**src/rtl/l2_dual_channel_scheduler.sv**
```systemverilog
// l2_dual_channel_scheduler: two-channel L2 request scheduler with lock-until-grant, anti-starvation and per-channel outstanding caps.
// Define L2_SCHED_PERF_CNT_EN to add grant/stall performance counters.
module l2_dual_channel_scheduler #(
    parameter int ADDR_WIDTH      = 32,
    parameter int DATA_WIDTH      = 64,
    parameter int BE_WIDTH        = DATA_WIDTH/8,
    parameter int ID_WIDTH        = 9,
    parameter int MAX_OUTSTANDING = 4,
    parameter int STARVE_W        = 4
) (
    input  logic                  clk,
    input  logic                  rst_n,
    input  logic                  cfg_rr_mode_i,
    input  logic [STARVE_W-1:0]   cfg_starve_lim_i,
    input  logic                  data_req_CH0_i,
    input  logic [ADDR_WIDTH-1:0] data_add_CH0_i,
    input  logic                  data_wen_CH0_i,
    input  logic [DATA_WIDTH-1:0] data_wdata_CH0_i,
    input  logic [BE_WIDTH-1:0]   data_be_CH0_i,
    input  logic [ID_WIDTH-1:0]   data_ID_CH0_i,
    output logic                  data_gnt_CH0_o,
    input  logic                  data_r_valid_CH0_i,
    input  logic                  data_req_CH1_i,
    input  logic [ADDR_WIDTH-1:0] data_add_CH1_i,
    input  logic                  data_wen_CH1_i,
    input  logic [DATA_WIDTH-1:0] data_wdata_CH1_i,
    input  logic [BE_WIDTH-1:0]   data_be_CH1_i,
    input  logic [ID_WIDTH-1:0]   data_ID_CH1_i,
    output logic                  data_gnt_CH1_o,
    input  logic                  data_r_valid_CH1_i,
    output logic                  data_req_o,
    output logic [ADDR_WIDTH-1:0] data_add_o,
    output logic                  data_wen_o,
    output logic [DATA_WIDTH-1:0] data_wdata_o,
    output logic [BE_WIDTH-1:0]   data_be_o,
    output logic [ID_WIDTH-1:0]   data_ID_o,
    input  logic                  data_gnt_i,
    output logic                  busy_o
`ifdef L2_SCHED_PERF_CNT_EN
    ,
    input  logic                  perf_clr_i,
    output logic [31:0]           perf_gnt_CH0_o,
    output logic [31:0]           perf_gnt_CH1_o,
    output logic [31:0]           perf_stall_o
`endif
);
    localparam int CW = $clog2(MAX_OUTSTANDING + 1);
    localparam logic [CW-1:0] MAXC = CW'(MAX_OUTSTANDING);

    typedef enum logic [1:0] {IDLE, LOCK0, LOCK1} state_t;

    state_t              r_state, w_state_nxt;
    logic                r_rr_ptr, r_prev_rr;
    logic [STARVE_W-1:0] r_starve, r_prev_lim, w_starve_nxt;
    logic [CW-1:0]       r_cnt0, r_cnt1;
    logic                w_elig0, w_elig1, w_pref, w_force, w_sel, w_gnt;
    logic                w_dec0, w_dec1, w_cfg_chg, w_np_gnt;

    always_comb begin
        w_elig0      = data_req_CH0_i && (r_cnt0 < MAXC);
        w_elig1      = data_req_CH1_i && (r_cnt1 < MAXC);
        w_pref       = cfg_rr_mode_i & r_rr_ptr;
        w_force      = (cfg_starve_lim_i != '0) && (r_starve >= cfg_starve_lim_i);
        // a locked pick is never overridden, not even by the starvation limit
        w_sel        = (r_state == LOCK1) ? 1'b1 :
                       (r_state == LOCK0) ? 1'b0 :
                       (w_elig0 && w_elig1) ? (w_force ? ~w_pref : w_pref) : w_elig1;
        data_req_o   = w_sel ? w_elig1 : w_elig0;
        w_gnt        = data_req_o & data_gnt_i;
        data_gnt_CH0_o = w_gnt & ~w_sel;
        data_gnt_CH1_o = w_gnt & w_sel;
        data_add_o   = data_req_o ? (w_sel ? data_add_CH1_i   : data_add_CH0_i)   : '0;
        data_wen_o   = data_req_o ? (w_sel ? data_wen_CH1_i   : data_wen_CH0_i)   : 1'b0;
        data_wdata_o = data_req_o ? (w_sel ? data_wdata_CH1_i : data_wdata_CH0_i) : '0;
        data_be_o    = data_req_o ? (w_sel ? data_be_CH1_i    : data_be_CH0_i)    : '0;
        data_ID_o    = data_req_o ? (w_sel ? data_ID_CH1_i    : data_ID_CH0_i)    : '0;
        // a dropped request while locked lands in IDLE because data_req_o falls
        w_state_nxt  = (data_req_o && !data_gnt_i) ? (w_sel ? LOCK1 : LOCK0) : IDLE;
        w_dec0       = data_r_valid_CH0_i && (r_cnt0 != '0);
        w_dec1       = data_r_valid_CH1_i && (r_cnt1 != '0);
        w_cfg_chg    = (cfg_rr_mode_i != r_prev_rr) || (cfg_starve_lim_i != r_prev_lim);
        w_np_gnt     = w_gnt && (w_sel != w_pref);
        w_starve_nxt = (w_cfg_chg || w_np_gnt) ? '0 :
                       (w_elig0 && w_elig1 && (r_starve != '1)) ? r_starve + 1'b1 : r_starve;
        busy_o       = (r_cnt0 != '0) || (r_cnt1 != '0);
    end

    always_ff @(posedge clk or negedge rst_n) begin
        if (!rst_n) begin
            r_state    <= IDLE;
            r_rr_ptr   <= 1'b0;
            r_prev_rr  <= 1'b0;
            r_prev_lim <= '0;
            r_starve   <= '0;
            r_cnt0     <= '0;
            r_cnt1     <= '0;
        end else begin
            r_state    <= w_state_nxt;
            r_prev_rr  <= cfg_rr_mode_i;
            r_prev_lim <= cfg_starve_lim_i;
            r_starve   <= w_starve_nxt;
            if (cfg_rr_mode_i && w_gnt)
                r_rr_ptr <= ~w_sel;
            r_cnt0 <= (data_gnt_CH0_o && !w_dec0) ? r_cnt0 + 1'b1 :
                      (!data_gnt_CH0_o && w_dec0) ? r_cnt0 - 1'b1 : r_cnt0;
            r_cnt1 <= (data_gnt_CH1_o && !w_dec1) ? r_cnt1 + 1'b1 :
                      (!data_gnt_CH1_o && w_dec1) ? r_cnt1 - 1'b1 : r_cnt1;
        end
    end

`ifdef L2_SCHED_PERF_CNT_EN
    logic [31:0] r_perf_gnt0, r_perf_gnt1, r_perf_stall;

    always_ff @(posedge clk or negedge rst_n) begin
        if (!rst_n) begin
            r_perf_gnt0  <= '0;
            r_perf_gnt1  <= '0;
            r_perf_stall <= '0;
        end else if (perf_clr_i) begin
            r_perf_gnt0  <= '0;
            r_perf_gnt1  <= '0;
            r_perf_stall <= '0;
        end else begin
            r_perf_gnt0  <= r_perf_gnt0 + 32'(data_gnt_CH0_o);
            r_perf_gnt1  <= r_perf_gnt1 + 32'(data_gnt_CH1_o);
            r_perf_stall <= r_perf_stall + 32'(data_req_o & ~data_gnt_i);
        end
    end

    assign perf_gnt_CH0_o = r_perf_gnt0;
    assign perf_gnt_CH1_o = r_perf_gnt1;
    assign perf_stall_o   = r_perf_stall;
`endif

`ifndef SYNTHESIS
    a_lock0_req: assert property (@(posedge clk) disable iff (!rst_n) (r_state == LOCK0) |-> data_req_CH0_i);
    a_lock1_req: assert property (@(posedge clk) disable iff (!rst_n) (r_state == LOCK1) |-> data_req_CH1_i);
    a_rsp0_cnt:  assert property (@(posedge clk) disable iff (!rst_n) data_r_valid_CH0_i |-> (r_cnt0 != '0));
    a_rsp1_cnt:  assert property (@(posedge clk) disable iff (!rst_n) data_r_valid_CH1_i |-> (r_cnt1 != '0));
`endif
endmodule

```
**config.mk**
```make
export PLATFORM = sky130hd
export DESIGN_NAME = l2_dual_channel_scheduler
export DESIGN_NICKNAME = d
export VERILOG_FILES = /design/src/rtl/l2_dual_channel_scheduler.sv
export SDC_FILE = /design/constraint.sdc
export NUM_CORES = 1
export LEC_CHECK = 0
export BUFFER_PORTS_ARGS = -buffer_cell sky130_fd_sc_hd__clkbuf_2
export CAP_MARGIN = 5
export CORE_AREA = 5 5 137 139
export CTS_BUF_LIST = sky130_fd_sc_hd__clkbuf_16
export CTS_CLUSTER_SIZE = 20
export DETAILED_ROUTE_END_ITERATION = 8
export DIE_AREA = 0 0 142 144
export SLEW_MARGIN = 40
export SYNTH_ARGS = -nofsm -noshare
export SYNTH_HDL_FRONTEND = slang
export SYNTH_SLANG_ARGS = --single-unit
```
**constraint.sdc**
```tcl
create_clock -name clk -period 5.65 [get_ports clk]
set_input_delay 0.2825 -clock clk [delete_from_list [all_inputs] [get_ports clk]]
set_output_delay 0.2825 -clock clk [all_outputs]
set_load 0.01 [all_outputs]
```
### After elaboration in Yosys (flattened, before gate mapping)

Index checks and enable logic that the tools add are counted.

| cells by class | value |
|---|---|
| equality and inequality tests | 6 |
| multiply operators | 0 |
| shifts and indexed selects | 0 |
| divide/modulo/power cells | 0 |
| $add $sub $neg | 5 |
| magnitude comparators | 3 |
| mux-type cells | 23 |
| reduce and logical (&&, ||, !) cells | 28 |
| bitwise gates (word level) | 6 |

Operators with widths:

| kind | count |
|---|---|
| $mux W64 | 2 |
| $mux W32 | 2 |
| $mux W9 | 2 |
| $mux W8 | 2 |
| $logic_and A1 B1 Y1 | 14 |
| $mux W3 | 4 |
| $mux W4 | 2 |
| $mux W1 | 7 |
| $add A3 B1 Y3 const B | 2 |
| $lt A3 B3 Y1 const B | 2 |
| $reduce_bool A2 Y1 | 3 |
| $reduce_bool A3 Y1 | 2 |
| $sub A3 B1 Y3 const B | 2 |
| $logic_not A1 Y1 | 5 |
| $add A4 B1 Y4 const B | 1 |
| $and A1 B1 Y1 | 4 |
| $ge A4 B4 Y1 | 1 |
| $mux W2 | 2 |
| $ne A4 B4 Y1 | 1 |
| $ne A4 B4 Y1 const B | 1 |
| $reduce_bool A4 Y1 | 1 |
| $logic_or A1 B1 Y1 | 3 |
| $eq A2 B1 Y1 const B | 1 |
| $eq A2 B2 Y1 const B | 1 |
| 2 further kinds | 4 |

| storage, ports and cells | value |
|---|---|
| flip-flop bits (word level) | 18 |
| latch bits | 0 |
| output and inout port bits | 118 |
| bits in read-only memories | 0 |
| memories | 0 |
| memory bits (writable) | 0 |

### Logic depth before layout (Yosys ltp)

Gate-level depths: netlist (run 1).

| depth | value |
|---|---|
| word-level depth | 13 |
| gate-level depth with buffers | 15 |
| gate-level depth less buffers | 13 |

### Worst setup path after synthesis (run 1)

OpenSTA, ideal clock, no wires.

| timing | value |
|---|---|
| path kind | reg-to-reg |
| start point | register r_starve[0] |
| end point | register r_cnt0[2] |
| data arrival time | 3127 ps |
| slack | 2444 ps |
| cell stages (with the launch flop) | 15 |
| library setup time | 79 ps |
| clock period less this slack | 3206 ps |
| data required time | 5571 ps |
| path through | dfrtp_1 -> inv_1 -> ha_1 -> nand2b_4 -> a2111oi_4 -> o2111a_2 -> buf_4 -> nor2_1 -> nor2_1 -> ha_1 -> inv_1 -> fa_1 -> xor2_1 -> nor2_1 -> xor2_1 |

| on the way | value |
|---|---|
| cells in the longest elaborated chain, start to end | 12 |
| elaborated cells between the ends (all ways) | 15 |
| classes of those cells | order compare (1); mux (6); bitwise (3); reduce/logical (5) |

RTL lines:

| what | line | text |
|---|---|---|
| from (decl) | 54 | `logic [STARVE_W-1:0] r_starve, r_prev_lim, w_starve_nxt;` |
| from (signal assigned) | 101 | `r_starve <= w_starve_nxt;` |
| $ge A4 B4 Y1 (*) | 63 | `w_force = (cfg_starve_lim_i != '0) && (r_starve >= cfg_starve_lim_i);` |
| $logic_and A1 B1 Y1 (*) | 63 |  |
| $mux W1 (*) (2 in a row) | 67 | `(w_elig0 && w_elig1) ? (w_force ? ~w_pref : w_pref) : w_elig1;` |
| $mux W1 (*) | 66 | `(r_state == LOCK0) ? 1'b0 :` |
| $mux W1 (*) | 65 | `w_sel = (r_state == LOCK1) ? 1'b1 :` |
| $mux W1 | 68 | `data_req_o = w_sel ? w_elig1 : w_elig0;` |
| $and A1 B1 Y1 | 69 | `w_gnt = data_req_o & data_gnt_i;` |
| $and A1 B1 Y1 (*) | 70 | `data_gnt_CH0_o = w_gnt & ~w_sel;` |
| named net data_gnt_CH0_o | 21 | `output logic data_gnt_CH0_o,` |
| $logic_not A1 Y1 | 105 | `(!data_gnt_CH0_o && w_dec0) ? r_cnt0 - 1'b1 : r_cnt0;` |
| $logic_and A1 B1 Y1 | 105 |  |
| $reduce_bool A2 Y1 (no line) | - |  |
| to (signal assigned) | 104 | `r_cnt0 <= (data_gnt_CH0_o && !w_dec0) ? r_cnt0 + 1'b1 :` |
| to (decl) | 55 | `logic [CW-1:0] r_cnt0, r_cnt1;` |

Mark *: on every way through the listed nets, which the timed path passes. The rest lies on a longest branch.
A chain may end at the register's enable or synchronous reset.

### Worst setup path after layout (run 1)

| timing | value |
|---|---|
| start point | register r_starve[0] |
| end point | output port data_wdata_o[34] |

| on the way | value |
|---|---|
| cells in the longest elaborated chain, start to end | 8 |
| elaborated cells between the ends (all ways) | 9 |
| classes of those cells | order compare (1); mux (7); reduce/logical (1) |

RTL lines:

| what | line | text |
|---|---|---|
| $ge A4 B4 Y1 (*) | 63 |  |
| $logic_and A1 B1 Y1 (*) | 63 |  |
| $mux W1 (*) (2 in a row) | 67 |  |
| $mux W1 (*) | 66 |  |
| $mux W1 (*) | 65 |  |
| $mux W64 or $mux W1 (tied branches) | 74, 68 |  |
| $mux W64 (*) | 74 | `data_wdata_o = data_req_o ? (w_sel ? data_wdata_CH1_i : data_wdata_CH0_i) : '0;` |
| to (decl) | 34 | `output logic [DATA_WIDTH-1:0] data_wdata_o,` |

Mark *: on every way between the ends. The rest lies on a longest branch, timed or not.

==> metrics.cfg, run 1 <==
[status]
status=finished, final reports clean

[detailed_routing]
drt-total-wl_um=15950
drc=0
num_vias=5034
routedWlPerCell_um=15.22
first_pass_iters=5
dr.first_iter.drc_count=380
viasPerCell=4.803
detail-route-antenna-nets=0

[clock_network]
insertion_delay_ns=0.25
path_clk_slew_ns=0.05
cts_tree=yes
postCtsSetupBuffers=0
cts-resized-gates=0
cts_buffer_depth=2
cts_buffers=3
htreeDepth=1
cts.sinks=18
cts_hold_buf=1
cts_root_buffer=clkbuf_16

[logic_synthesis]
ys_ff_latch=18
synthSimpleGateAreaFrac_pct=25.50
synthAdderAreaFrac_pct=4.020
synth_area_um2=3174
synth_compound_area_share_pct=40.68
synthesis.nets=759
synth.yosys.warnings=0
syn_area_per_cell_um2=6.224
synth_xor_area_share_pct=3.311
synth_top_family_by_area=compound AO/OA/AOI/OAI gates
ys_types=43
yosysSeqAreaShare_pct=14.19
muxShareOfSynthArea_pct=1.655
netlist_instances=510

[finish]
finalNonFillerCells=1048
drive_gt1_share_pct=46.40
antennaDiodeCount=0
postLayoutCoreUtil_pct=29.13
fillers=1963
final_nets=1069
syn2layout_area_growth_pct=60.90

[critical_path]
slowest_delay_ns=0.70
cp_max_fo=51
path_cells=inv_1 -> ha_1 -> nand2b_4 -> a2111oi_4 -> o31a_2 -> buf_4 -> nand3_1 -> a21oi_1 -> clkbuf_2
crit_slowest_cell=o31a_2
end_kind=output pin
path_class=flip-flop to output pin
cp-start-kind=flip-flop
cp.required_ns=5.37
cp.arrival_ns=3.50

[sta]
rsz0062_at_grt=false
hold_viol_final=0
slew_headroom_pct=46.11
setup_viol=0
max_freq_mhz=264.2
tightestPinTransition_ns=0.7974
final.setup_skew_ns=0.001213
drv_slew=0
min_period_over_period_pct=67.00
min_period_ns=3.786
tns_ns=0

[global_routing]
grtUsageTotal_pct=13.29
antenna_found_initial=0
grt_pass1_vias=4479
grt_overflow=0
grt_max_degree=66
grt_first_pass_wirelength_um=22740

[min_path]
hp-class=primary input to flip-flop

[floorplanning]
start_util_pct=18.10
io_pins=358
chipHeight_um=144
die_area_um2=20450
design.core.area_um2=17530
die_width_um=142
rows=49

[pwr]
ir_drop_mv=0.1924
leakagePower_nw=2.534
power_density_nw_per_um2=364.1
finalPower_mw=1.860

[placed_design]
io_buffers=357
gp_congestion=0.8090
place_inst=1043
dp_hpwl_um=12510

[run]
drv_cap=0

## Yosys cell counts, drive strengths merged
master	number	area share (%)
inv	7	0.83
or3	1	0.35
dfrtp	18	14
a41oi	1	0.28
clkbuf	31	3.9
o2111ai	1	0.47
nand4	1	0.20
nor2	7	0.83
o21a	1	0.24
nand3	117	18
nor4b	1	0.28
nor3b	2	0.47
and4b	1	0.32
o31ai	1	0.67
a21o	1	0.24
ha	7	2.8
nand2	6	0.71
a21oi	116	18
o2111a	1	0.39
buf	31	5.9
xnor2	6	1.7
nor3	6	0.95
nand2b	7	1.6
a31oi	2	0.39
or4	1	0.24
nor4bb	1	0.32
xor2	6	1.7
mux2i	3	0.95
o31a	1	0.28
or2	1	0.20
nor2b	3	0.59
o211a	1	0.32
a2111oi	1	0.87
o21ai	115	18
fa	2	1.3
mux2	2	0.71
## cell usage in the layout, fill, tap and decap left out, types with 2 or more instances in the layout
| cell | Yosys | layout |
|---|---|---|
| mux2_2 | 2 | 2 |
| clkbuf_2 | 6 | 357 |
| dfrtp_1 | 18 | 18 |
| mux2i_1 | 3 | 3 |
| xor2_1 | 6 | 6 |
| o21ai_0 | 64 | 64 |
| nor3_1 | 6 | 6 |
| nor2_1 | 7 | 7 |
| a31oi_1 | 2 | 2 |
| fa_1 | 2 | 2 |
| nand2_1 | 6 | 6 |
| a21oi_1 | 116 | 116 |
| nor2b_1 | 3 | 3 |
| nor3b_1 | 2 | 2 |
| nand2b_1 | 6 | 6 |
| clkbuf_16 | 0 | 3 |
| nand3_1 | 117 | 117 |
| buf_4 | 12 | 9 |
| o21ai_1 | 50 | 50 |
| ha_1 | 7 | 7 |
| xnor2_1 | 6 | 6 |
| inv_1 | 7 | 7 |
## flip-flops by register name, indices dropped and copies added, names as in the netlist
signal and flops:
r_state 2, r_cnt0 3, r_prev_rr 1, r_starve 4, r_cnt1 3, r_prev_lim 4
r_rr_ptr 1
## power breakdown
part	internal, mW	leakage, nW	switching [mW]
Combinational	0.544	2.27	0.985
Sequential	0.161	0.221	0.0307
Clock	0.0940	0.0385	0.0452
## path summary, 6_finish.rpt
check	endpoint	startpoint	slack [ns]	depth (start not counted)
worst max register to register	r_cnt1[2]	r_starve[0]	2.00	13
worst max-delay path	data_wdata_o[34]	r_starve[0]	1.86	9
max in group asynchronous	r_state[0]	rst_n	4.82	2
min in group asynchronous	r_prev_lim[3]	rst_n	0.51	2
worst min register to register	r_cnt0[0]	r_cnt0[0]	0.53	1
worst min-delay path	r_prev_lim[2]	cfg_starve_lim_i[2]	0.20	1
## cell families after synthesis
kind of cell / after synthesis
AO/OA/AOI/OAI: 242
AND/OR/NAND/NOR: 155
buffers and inverters: 69
flip-flops: 18
XOR/XNOR: 12
adder cells (fa/ha/maj): 9
multiplexers: 5
## metrics by stage
step / instance area [um^2] / worst slack [ns] / hold slack [ns]
4_1_cts: 5107 / 1.836 / 0.1983
2_1_floorplan: 3174 / 2.444 / -0.01309
3_5_place_dp: 5019 / 1.997 / 0.2518
3_3_place_gp: 5019 / 2.068 / 0.2520
5_1_grt: 5107 / 1.598 / 0.1991
6_report: 5107 / 1.865 / 0.1989
## layout make-up
class | instances | area, um^2 | share of cell area, %
clock inverters | 1 | 3.754 | 0.07349
repair buffers | 367 | 1864 | 36.50
clock buffers | 3 | 75.07 | 1.470
inverters | 7 | 26.28 | 0.5145
flip-flops and latches | 18 | 450.4 | 8.819
well taps | 229 | 286.5 | 5.610
multi-input cells | 423 | 2401 | 47.01
## worst max-delay path, delay by kind of cell, from the launching register on
family / cells / cell delay [ns]
AOI/OAI and AO/OA: 3 / 1.43
adders and majority gates: 1 / 0.26
buffers and inverters: 3 / 0.79
DFF: 1 / 0.40
and+or+nand+nor: 2 / 0.32
## per-layer routing
layer / share of wire, % / global-route usage (%) / routed length, um
met4: 1.3 / 2.424 / 201
met3: 10 / 2.844 / 1605
met1: 40 / 17.02 / 6316
met2: 49 / 23.23 / 7825
met5: 0 / 0 / 0
Note: power is estimated with default switching activity, not from simulation.
==> inputs of run 2 (changes only) <==
CORE_AREA = 5 5 136 138   (was 5 5 137 139)
DIE_AREA = 0 0 141 143   (was 0 0 142 144)
clock period = 3.2 ns   (was 5.65 ns; I/O delays follow)
==> metrics.cfg, run 2 (same netlist as run 1, synthesis figures left out) <==
[status]
status=finished, final reports clean

[sta]
rsz0062_at_grt=false
drv_slew=0  ; unchanged
slew_headroom_pct=53.19  ; +7.1 points
final.setup_skew_ns=0.003347  ; +0.002134 ns
hold_viol_final=0  ; unchanged
min_period_over_period_pct=93.67
tightestPinTransition_ns=0.7021  ; -0.09526 ns
min_period_ns=2.998
max_freq_mhz=333.6
setup_viol=0  ; unchanged
setup_slack_ns=0.2025  ; -1.662 ns
tns_ns=0  ; unchanged

[detailed_routing]
dr.first_iter.drc_count=233  ; -39%
drc=0  ; unchanged
routedWlPerCell_um=14.94  ; -1.8%
first_pass_iters=5  ; unchanged
num_vias=4991  ; -0.85%
detail-route-antenna-nets=0  ; unchanged
viasPerCell=4.790  ; -0.28%
drt-total-wl_um=15570  ; -2.4%

[floorplanning]
rows=48  ; -2.0%
io_pins=358  ; unchanged
die_width_um=141  ; -0.70%
start_util_pct=18.61  ; +0.51 points
chipHeight_um=143  ; -0.69%
design.core.area_um2=17060  ; -2.7%
die_area_um2=20160  ; -1.4%

[global_routing]
grt_first_pass_wirelength_um=23020  ; +1.2%
grt_max_degree=115  ; +74%
grtUsageTotal_pct=13.28  ; about the same
grt_overflow=0  ; unchanged
grt_pass1_vias=4627  ; +3.3%
antenna_found_initial=0  ; unchanged

[critical_path]
cp-start-kind=flip-flop
reg2reg_from=r_starve[0]
cp_max_fo=114  ; +120%
cp.required_ns=3.04  ; -2.33 ns
end_kind=output pin
path_class=flip-flop to output pin
cp.arrival_ns=2.84  ; -0.66 ns
startpoint=r_starve[0]

[clock_network]
cts-resized-gates=0  ; unchanged
insertion_delay_ns=0.25  ; about the same
path_clk_slew_ns=0.05  ; about the same
cts_buffer_depth=2  ; unchanged
cts_buffers=3  ; unchanged
cts_root_buffer=clkbuf_16
postCtsSetupBuffers=0  ; unchanged
htreeDepth=1  ; unchanged
cts_hold_buf=1  ; unchanged
cts.sinks=18  ; unchanged
cts_tree=yes

[placed_design]
place_area_um2=5049  ; +0.60%
gp_congestion=0.8050  ; -0.49%
pre_cts_ws_ns=0.2163  ; -1.781 ns
io_buffers=357  ; unchanged
dp_hpwl_um=11660  ; -6.8%

[pwr]
leakagePower_nw=2.543  ; +0.35%
power_density_nw_per_um2=646.6  ; +78%
ir_drop_mv=0.4301  ; +120%

[min_path]
min_from=cfg_starve_lim_i[1]
hp-class=primary input to flip-flop

[run]
drv_cap=0  ; unchanged

[finish]
antennaDiodeCount=0  ; unchanged
syn2layout_area_growth_pct=62.04
final_nets=1067  ; -0.19%
layout_common_cells=clkbuf_2 (357), nand3_1 (117), a21oi_1 (116)
postLayoutCellArea_um2=5144  ; +0.71%
top_regs=r_prev_lim: 4 flops, r_starve: 4 flops
drive_gt1_share_pct=46.39  ; about the same
layout_commonest_cell=clkbuf_2
postLayoutCoreUtil_pct=30.16  ; +1.0 points

## run 2: cell types whose count changed in the layout (fill, tap and decap cells not counted), sizes merged
| cell | change |
|---|---|
| buf | -2 |
## run 2: through the flow
step / hold WS [ns] / power [mW] / instances
global route: 0.07896 / 3.628 / 1042
finish: 0.07063 / 3.326 / 1042
CTS: 0.07101 / 3.356 / 1042
detailed placement: 0.1392 / 3.099 / 1037
global placement: 0.1378 / 3.097 / 1037
floorplan: -0.1356 / 2.121 / 510
## run 2: metal layers
layer	wire, um	up-vias	track usage (%)	share of wire, %
met4	279	0	3.060	1.8
met1	6118	2232	17.26	39
li1	-	2489	-	-
met5	0	-	0	0
met3	1405	24	2.076	9.0
met2	7768	246	23.21	50
## run 2: worst paths after layout
check,endpoint,slack [ns],depth (start not counted)
min in group asynchronous,r_state[1],0.39,2
worst min register to register,r_cnt0[0],0.54,1
worst max register to register,r_cnt0[1],0.25,12
max in group asynchronous,r_cnt0[2],2.48,2
worst min-delay path,r_prev_lim[1],0.07,1
worst max-delay path,data_add_o[28],0.20,9
## run 2: worst max-delay path, cell delays in order (launching register included)
cell	delay [ns]
dfrtp_1	0.40
inv_1	0.06
ha_1	0.26
nand2b_4	0.15
a2111oi_4	0.38
o2111a_2	0.31
buf_12	0.38
o21ai_0	0.21
a21oi_1	0.23
clkbuf_2	0.18
## run 2: cell type report
| cell class | instances | area (um^2) |
|---|---|---|
| fill | 1877 | 11910 |
| multi-input combinational | 423 | 2407 |
| timing repair buffer | 365 | 1899 |
| sequential | 18 | 450.4 |
| tap | 225 | 281.5 |
| clock buffer | 3 | 75.07 |
| inverter | 7 | 26.28 |
| clock inverter | 1 | 3.754 |
## run 2: where the power goes
group	internal [mW]	switching [mW]
sequential	0.284	0.0594
combinational	0.992	1.74
clock	0.166	0.0829
